==> src/rtl/mux_arb.sv <==
// mux_arb: two-source burst-locking arbiter in front of a 2:1 mux with a
// single-entry registered output stage.
// Optional build macro MUX_ARB_ASSERT_EN compiles in a behaviour-check block
// of immediate assertions. It does not change the RTL behaviour.
module mux_arb #(
  parameter int DATA_W = 8
) (
  input  logic              clk,
  input  logic              rst_n,
  input  logic              a_valid,
  input  logic [DATA_W-1:0] a_data,
  input  logic              a_last,
  output logic              a_ready,
  input  logic              b_valid,
  input  logic [DATA_W-1:0] b_data,
  input  logic              b_last,
  output logic              b_ready,
  output logic              y_valid,
  output logic [DATA_W-1:0] y,
  output logic              y_src,
  input  logic              y_ready
);

  // Lock state: a burst that started with a non-last beat keeps its owner.
  typedef enum logic [1:0] {
    ST_UNLOCKED = 2'd0,
    ST_LOCKED_A = 2'd1,
    ST_LOCKED_B = 2'd2
  } state_t;

  state_t            r_state;
  logic              r_last_gnt;  // 1 = A granted most recently, 0 = B
  logic              r_y_valid;
  logic [DATA_W-1:0] r_y;
  logic              r_y_src;

  logic              w_space;
  logic              w_pick_a;
  logic              w_pick_b;
  logic              w_sel;
  logic [DATA_W-1:0] w_mux;
  logic              w_accept;
  logic              w_acc_last;

  // The output register can take a beat if it is empty or being drained now.
  assign w_space = !r_y_valid || y_ready;

  // Arbitration. Picks are qualified by valid, so a pick is an accept.
  // Data and last never enter this decision.
  always_comb begin
    w_pick_a = 1'b0;
    w_pick_b = 1'b0;
    if (w_space) begin
      case (r_state)
        ST_LOCKED_A: w_pick_a = a_valid;
        ST_LOCKED_B: w_pick_b = b_valid;
        default: begin
          if (a_valid && b_valid) begin
            // Tie: the source that was not granted last time wins.
            w_pick_a = !r_last_gnt;
            w_pick_b = r_last_gnt;
          end else begin
            w_pick_a = a_valid;
            w_pick_b = b_valid;
          end
        end
      endcase
    end
  end

  // Readies are forced low while reset is held; flops see the ungated picks.
  assign a_ready = rst_n && w_pick_a;
  assign b_ready = rst_n && w_pick_b;

  // Mux select follows the A grant; when nobody is granted it idles on B.
  assign w_sel      = w_pick_a;
  assign w_mux      = w_sel ? a_data : b_data;
  assign w_accept   = w_pick_a || w_pick_b;
  assign w_acc_last = w_sel ? a_last : b_last;

  // Lock FSM, last-grant memory and output stage, all updated on accept/drain.
  always_ff @(posedge clk or negedge rst_n) begin
    if (!rst_n) begin
      r_state    <= ST_UNLOCKED;
      r_last_gnt <= 1'b0;
      r_y_valid  <= 1'b0;
      r_y        <= '0;
      r_y_src    <= 1'b0;
    end else begin
      if (w_accept) begin
        r_y        <= w_mux;
        r_y_src    <= w_sel;
        r_y_valid  <= 1'b1;
        r_last_gnt <= w_sel;
        if (w_acc_last) begin
          r_state <= ST_UNLOCKED;
        end else begin
          r_state <= w_sel ? ST_LOCKED_A : ST_LOCKED_B;
        end
      end else if (y_ready) begin
        // Drain with nothing new: y and y_src keep their last value.
        r_y_valid <= 1'b0;
      end
    end
  end

  assign y_valid = r_y_valid;
  assign y       = r_y;
  assign y_src   = r_y_src;

`ifdef MUX_ARB_ASSERT_EN
  // Behaviour checks on the live grant and mux signals.
  always_comb begin
    assert (!(a_ready && b_ready))
      else $error("mux_arb: a_ready and b_ready both high");
    if (!w_space) begin
      assert (!a_ready && !b_ready)
        else $error("mux_arb: ready asserted with no output space");
    end
    if (r_state == ST_LOCKED_A) begin
      assert (!b_ready)
        else $error("mux_arb: b_ready high while locked to A");
    end
    if (r_state == ST_LOCKED_B) begin
      assert (!a_ready)
        else $error("mux_arb: a_ready high while locked to B");
    end
    if (w_sel && a_ready && a_valid) begin
      assert (w_mux == a_data)
        else $error("mux_arb: mux output differs from a_data on A accept");
    end
    if (!w_sel && b_ready && b_valid) begin
      assert (w_mux == b_data)
        else $error("mux_arb: mux output differs from b_data on B accept");
    end
  end
`endif

endmodule

==> config.mk <==
export PLATFORM = sky130hd
export DESIGN_NAME = mux_arb
export DESIGN_NICKNAME = d
export VERILOG_FILES = /design/src/rtl/mux_arb.sv
export SDC_FILE = /design/constraint.sdc
export NUM_CORES = 1
export LEC_CHECK = 0
export CAP_MARGIN = 20
export CORE_MARGIN = 3
export CORE_UTILIZATION = 41
export CTS_BUF_LIST = sky130_fd_sc_hd__clkbuf_4
export CTS_CLUSTER_SIZE = 20
export DETAILED_ROUTE_END_ITERATION = 7
export GPL_ROUTABILITY_DRIVEN = 0
export PLACE_DENSITY = 0.85
export SYNTH_ARGS = -nofsm -noshare
export SYNTH_HDL_FRONTEND = slang
export SYNTH_SLANG_ARGS = --single-unit
==> constraint.sdc <==
create_clock -name clk -period 4.7 [get_ports clk]
set_clock_uncertainty 0.15 [all_clocks]
set_input_delay 0.705 -clock clk [delete_from_list [all_inputs] [get_ports clk]]
set_output_delay 0.705 -clock clk [all_outputs]
set_load 0.05 [all_outputs]
==> results.txt, run 1 <==
Setup repair after global routing left no endpoint under its margin. The average routed wire per standard cell is 14.6 um. Synthesis inferred 12 register bits. The number of instances in the synthesized netlist is 54. The number of top-level pins came out at 35. The y dimension of the die is 44.9 um. The routed design has 1550 um of wire. The number of antenna diodes in the final layout is 0.

For the worst setup path, the data arrival time is 2.74 ns. The endpoint kind of the worst setup timing path is a primary output. The post-synthesis cell type count came out at 22. The startpoint of the most critical register-to-register path is r_state[0]. The worst-case clock buffer depth is 2.

In this run the cell area of the synthesized design comes to 621 sq um. The total die area came out at 2020 sq um. The max capacitance violation total is 0. The sum of negative setup slack came out at 0 ns. Of all nets on the critical path, the largest fanout is 11. The class of the most critical setup path is input pin to primary output. The total clock buffers created by CTS came out at 3. The post-detailed-route DRC marker count is 0. The count of routing violations after the opening detailed-route iteration is 7.

The final number of hold-violating endpoints is 0. Power spread over the standard cell area amounts to 748 nW/um^2. After clock tree synthesis, the setup repair step added 0 buffers.

The die width is 44.9 um. The total clock sinks came out at 12. The required time at the endpoint of the critical path is 3.85 ns. In this run the tool buffered the top-level ports with 34 buffer cells. In the finished design, the share of the clock period the worst path needs comes to 0.765. The count of yosys warnings during synthesis came out at 0.

The number of nets at the end of the flow is 117. The worst hold-check path type is flop to flop. The placeable core region is 1370 sq um. The average footprint of a synthesized cell is 11.5 sq um. IR analysis of the VDD net gives a maximum drop of 0.400 mV.

The final max-slew violation count was 0. The static leakage came out at 0.000405 uW. The clock-pin slew of the registers on the worst-case setup and hold paths came out at 0.07 ns. The clock latency of the later-clocked register in the worst-skew pair is 0.27 ns.

The number of cell rows is 13. The clock period minus final worst setup slack came out at 3.59 ns. At the pin with the least slew margin, the transition time is 0.681 ns. The startpoint of the worst setup timing path is y_ready. Of the cells placed in the final design, the portion with a size suffix greater than 1 is 0.0769.

The number of antenna violations at the first check in global routing came out at 0. The run finished with clean final reports. The total routing usage reported by global routing came out at 0.180. The max-slew headroom at the worst pin came out at 0.533.

The global-route wire length before repair is 2680 um. The sum of net half-perimeters after detailed placement is 1170 um. The number of global-route vias before repair is 579. TritonCTS built the clock tree. Using the TritonRoute via totals, the vias-per-cell ratio works out to 5.35. The pin count of the biggest net entering global routing came out at 15.

The initial cell density of the core is 0.454. The total of endpoints with negative setup slack in the final report came out at 0. The fill cell total of the finished layout is 102. The antenna violation net count after detailed routing is 0. The worst setup path is launched from an input pin. Before antenna repair, the detailed router went through 4 iterations. For this run, the top clock speed supported by timing is 0.278 GHz. The hold buffer count at CTS came out at 0.

The number of gates resized after CTS was 0. The H-tree depth is 1. The overall overflow remaining after global route is 0. The number of nets in the synthesized netlist came out at 79. Across all layers, the routed design uses 567 vias.

Clock tree synthesis selected as its root buffer the cell sky130_fd_sc_hd__clkbuf_4. The startpoint identified for the worst hold timing path is y[5]. From synthesis to final layout, the design area changed by 60.3%. The register area share after synthesis came out at 0.484. Across all hold checks on the routed design, the worst slack comes to 0.408 ns.
-- power breakdown --
group / internal (uW) / switching [uW]
Combinational: 195 / 298
Sequential: 157 / 29.0
Clock: 30.7 / 34.7
Total: 382 / 362
-- Yosys cell counts --
cell type	count	area [sq um]
sky130_fd_sc_hd__dfrtp_1	12	300
sky130_fd_sc_hd__o221a_1	7	78.8
sky130_fd_sc_hd__or2_0	7	43.8
sky130_fd_sc_hd__inv_1	4	15.0
sky130_fd_sc_hd__nor2_1	3	11.3
sky130_fd_sc_hd__ha_1	2	25.0
sky130_fd_sc_hd__nand2_1	2	7.51
sky130_fd_sc_hd__nand2b_1	2	12.5
sky130_fd_sc_hd__o21ai_0	2	10.0
sky130_fd_sc_hd__a311oi_1	1	8.76
sky130_fd_sc_hd__and2_1	1	6.26
sky130_fd_sc_hd__and3_4	1	11.3
sky130_fd_sc_hd__buf_6	1	11.3
sky130_fd_sc_hd__mux2i_1	1	10.0
sky130_fd_sc_hd__nand3_1	1	5.00
sky130_fd_sc_hd__nand3b_1	1	7.51
sky130_fd_sc_hd__nor2b_1	1	6.26
sky130_fd_sc_hd__o211a_1	1	10.0
sky130_fd_sc_hd__o221a_2	1	11.3
sky130_fd_sc_hd__o32ai_1	1	8.76
sky130_fd_sc_hd__or2_2	1	6.26
sky130_fd_sc_hd__or4b_4	1	13.8
-- metal layers --
metal	up-vias	GRT usage	share of wire
li1	274	-	-
met1	262	0.247	0.50
met2	27	0.266	0.40
met3	4	0.0598	0.088
met4	0	0.0643	0.014
met5	-	0	0
-- flip-flops by register name, indices dropped and copies added (netlist names) --
signal / cells
r_state: 2
y: 8
y_src: 1
y_valid: 1
-- worst paths after layout --
path                            endpoint  depth (start not counted)  slack (ns)
worst max-delay path             a_ready                          5        1.11
worst min-delay path                y[5]                          1        0.41
worst max register to register      y[2]                          6        2.44
worst min register to register      y[5]                          1        0.41
max in group asynchronous           y[2]                          1        3.34
min in group asynchronous           y[7]                          1        0.66
-- cells in the final DEF (no fill, tap or decap), types with 2 or more instances in the layout --
| cell type | synthesis | layout |
|---|---|---|
| sky130_fd_sc_hd__clkdlybuf4s50_1 | 0 | 34 |
| sky130_fd_sc_hd__nor2_1 | 3 | 3 |
| sky130_fd_sc_hd__or2_0 | 7 | 7 |
| sky130_fd_sc_hd__o221a_1 | 7 | 7 |
| sky130_fd_sc_hd__clkbuf_4 | 0 | 3 |
| sky130_fd_sc_hd__inv_1 | 4 | 4 |
| sky130_fd_sc_hd__o21ai_0 | 2 | 2 |
| sky130_fd_sc_hd__dfrtp_1 | 12 | 12 |
| sky130_fd_sc_hd__nand2b_1 | 2 | 2 |
| sky130_fd_sc_hd__nand2_1 | 2 | 2 |
| sky130_fd_sc_hd__ha_1 | 2 | 2 |
-- critical path, stage by stage --
cell                              delay (ns)
sky130_fd_sc_hd__clkdlybuf4s50_1        0.46
sky130_fd_sc_hd__nor2b_1                0.07
sky130_fd_sc_hd__or4b_4                 0.59
sky130_fd_sc_hd__nor2_1                 0.11
sky130_fd_sc_hd__clkdlybuf4s50_1        0.80
-- cell type report --
class                           instances  area (sq um)  area share
Clock inverter                          1          3.75     0.00377
Tap cell                               15          18.8      0.0189
Clock buffer                            3          22.5      0.0226
Multi-Input combinational cell         37           294       0.296
Sequential cell                        12           300       0.302
Inverter                                4          15.0      0.0151
Timing Repair Buffer                   34           340       0.342
-- metrics by stage --
| step | cells | power, uW | worst slack, ns | cell area (sq um) | utilization |
|---|---|---|---|---|---|
| 2_1_floorplan | 54 | 532 | 1.70 | 621 | - |
| 3_3_place_gp | 102 | 675 | 1.10 | 968 | 0.709 |
| 3_5_place_dp | 102 | 682 | 1.10 | 968 | 0.709 |
| 4_1_cts | 106 | 751 | 1.10 | 995 | 0.728 |
| 5_1_grt | 106 | 796 | 1.04 | 995 | 0.728 |
| 6_report | 106 | 744 | 1.11 | 995 | 0.728 |
-- cells by family after synthesis --
group | count (synthesis) | share of synthesized area
buf+inv | 5 | 0.0423
mux | 1 | 0.0161
simple gates | 21 | 0.212
flops | 12 | 0.484
compound gates | 13 | 0.206
fa+ha+maj | 2 | 0.0403
No activity file was read; power rests on OpenSTA's default activity.
==> inputs of run 2 (changes only) <==
Settings changed: CORE_UTILIZATION 41 to 35, PLACE_DENSITY 0.85 to 0.77.
Clock period 4.7 ns to 3.1 ns, I/O delays scaled along.
==> results.txt, run 2 (synthesis results as in run 1) <==
The flow ran to the end, and the final reports show no timing, DRC or antenna violations. The antenna diode count is 0 (unchanged). The detailed-router iteration count before antenna repair came out at 2 (-2). The class of the most critical setup path is flop to primary output.

The clock-pin slew of the registers on the worst-case setup and hold paths was 0.08 ns (about the same). The static leakage came to 0.000421 uW (+3.9%). The number of buffers added for setup after CTS was 0 (unchanged). The number of global-route vias before repair was 558 (-3.6%).

The smallest setup slack after layout is 0.335 ns (-0.771 ns). The library cell used most frequently in the layout, excluding fill and tap cells, is sky130_fd_sc_hd__clkdlybuf4s50_1. The total clock buffers created by CTS is 3 (unchanged). The library cells used most frequently in the layout, excluding fill and tap cells, are sky130_fd_sc_hd__clkdlybuf4s50_1 (32), sky130_fd_sc_hd__dfrtp_1 (12), sky130_fd_sc_hd__or2_0 (7), sky130_fd_sc_hd__o221a_1 (7), sky130_fd_sc_hd__inv_1 (4). The y dimension of the die is 48.1 um (+7.1%). The arrival time of the worst setup path came to 2.15 ns (-0.59 ns). The post-detailed-route DRC marker count is 0 (unchanged).

The total die area is 2310 sq um (+15%). The power density relative to cell area is 1120 nW/um^2 (+50%). The kind of cell with the highest combined delay on the critical path is simple AND/OR/NAND/NOR gates. The total clock sinks is 12 (unchanged). The sum of negative setup slack came to 0 ns (unchanged). The min-delay analysis places its worst path in the category input pin to async pin. The number of nets at the end of the flow is 119 (+1.7%). The achievable frequency came out at 0.362 GHz. The global-route wire length before repair came to 2500 um (-6.5%).

The max-slew headroom at the worst pin came to 0.666 (+0.133). The final max-slew violation count is 0 (unchanged). The clock latency of the later-clocked register in the worst-skew pair is 0.27 ns (about the same). The number of vias in the routed layout is 587 (+3.5%). The die width came out at 48.1 um (+7.1%).

The transition time of the tightest slew-check pin is 0.499 ns (-0.182 ns). The pre-CTS setup slack came out at 0.510 ns (-0.590 ns). The relative area change from synthesis to final layout is 65.7%.

The total chip power came out at 1150 uW (+55%). In this run the critical register-to-register path is launched from r_state[0]. The total of endpoints with negative setup slack in the final report was 0 (unchanged).

The endpoint kind of the worst setup timing path is a primary output. The peak supply drop came out at 0.569 mV (+42%). The clock period minus final worst setup slack is 2.76 ns. The footprint of the multi-input gates is 294 sq um (unchanged).

The post-layout utilization of the core is 0.645 (-0.0828). The CTS tree is yes. The highest fanout seen on the critical path came to 11 (unchanged). The number of resized instances in the post-cts repair step came to 0 (unchanged).

The post-route clock period utilization came out at 0.892. The signal on the critical path passes through inv_1 > ha_1 > and3_4 > or4b_4 > nor2_1 > buf_12. The kind of launch point of the worst setup path is a flop. In this run the clock root is driven by a sky130_fd_sc_hd__clkbuf_4. The initial cell density of the core is 0.389 (-0.0649). The worst-case clock buffer depth is 2 (unchanged). The number of buffer cells added on primary ports is 34 (unchanged).

The internal reg-to-reg setup slack came out at 0.92 ns (-1.52 ns). The average via count per standard cell is 5.02 (-6.2%). The pin count of the biggest net entering global routing came to 12 (-3).

The average routed wire per standard cell came out at 13.6 um (-6.7%). The overall overflow remaining after global route was 0 (unchanged). The fill cell total of the finished layout came out at 138 (+35%). The required time at the endpoint of the critical path came out at 2.48 ns (-1.37 ns). The area of all sequential standard cells is 300 sq um (unchanged). The number of antenna violations at the first check in global routing came out at 0 (unchanged). The hold buffer count at CTS is 0 (unchanged).

The number of cell rows is 14 (+1). The maximum cell stage delay along the critical path was 0.55 ns (-0.25 ns). The share of layout cells above drive strength 1 is 0.118 (+0.0414). The placeable core region is 1590 sq um (+17%). The capture instance of the worst register-to-register path is y[7]. The H-tree depth was 1 (unchanged). The antenna violation net count after detailed routing came out at 0 (unchanged). Setup repair after global routing left no endpoint under its margin. The worst-case reg-to-reg path depth is 6 (unchanged). The total routing usage reported by global routing came out at 0.157 (-0.0237). The number of top-level pins came out at 35 (unchanged). The flip-flop count of the largest register, all copies and words added is 8 (unchanged). The max capacitance violation total is 0 (unchanged).

The routed wire length came out at 1600 um (+3.0%). The count of routing violations after the opening detailed-route iteration is 4 (-3). The buffer and inverter count on the worst path was 2 (unchanged). The slowest stage of the critical path is the sky130_fd_sc_hd__or4b_4 cell. The final number of hold-violating endpoints is 0 (unchanged).
## run 2: changes by cell type in the layout (fill, tap and decap cells not counted)
| cell | delta |
|---|---|
| sky130_fd_sc_hd__buf_12 | +1 |
| sky130_fd_sc_hd__buf_4 | +3 |
| sky130_fd_sc_hd__clkdlybuf4s50_1 | -2 |
## run 2: power by group
part	switching [uW]	internal, uW
registers	43.3	237
clock network	52.8	46.6
logic	459	312
total	555	596
## run 2: cell type report
type | count | area share
clock buffer | 3 | 0.0219
clock inverter | 1 | 0.00365
inverter | 4 | 0.0146
multi-input combinational | 37 | 0.286
sequential | 12 | 0.292
tap | 24 | 0.0292
timing repair buffer | 36 | 0.353
## run 2: how the worst max path moves through the flow
| stage | from | end | slack, ns | cells after the start |
|---|---|---|---|---|
| floorplan | r_state[0] | a_ready | 0.34 | 6 |
| global placement | b_valid | a_ready | 0.54 | 5 |
| detailed placement | y_ready | a_ready | 0.51 | 5 |
| CTS | r_state[0] | a_ready | 0.33 | 6 |
| global route | r_state[0] | a_ready | 0.23 | 6 |
| finish | r_state[0] | a_ready | 0.34 | 6 |
## run 2: metal layers
layer | wire length, um | up-vias | track usage
met5 | 0 | - | 0
met4 | 8 | 0 | 0.0484
met2 | 716 | 25 | 0.256
met1 | 732 | 280 | 0.198
li1 | - | 280 | -
met3 | 140 | 2 | 0.0480
## run 2: metrics by stage
step	std cells	hold WS [ns]	instance area, sq um
final	117	0.338	1030
after global placement	113	0.395	1000
after CTS	117	0.353	1030
after detailed placement	113	0.399	1000
after global routing	117	0.368	1030
after floorplan	54	0.0194	621
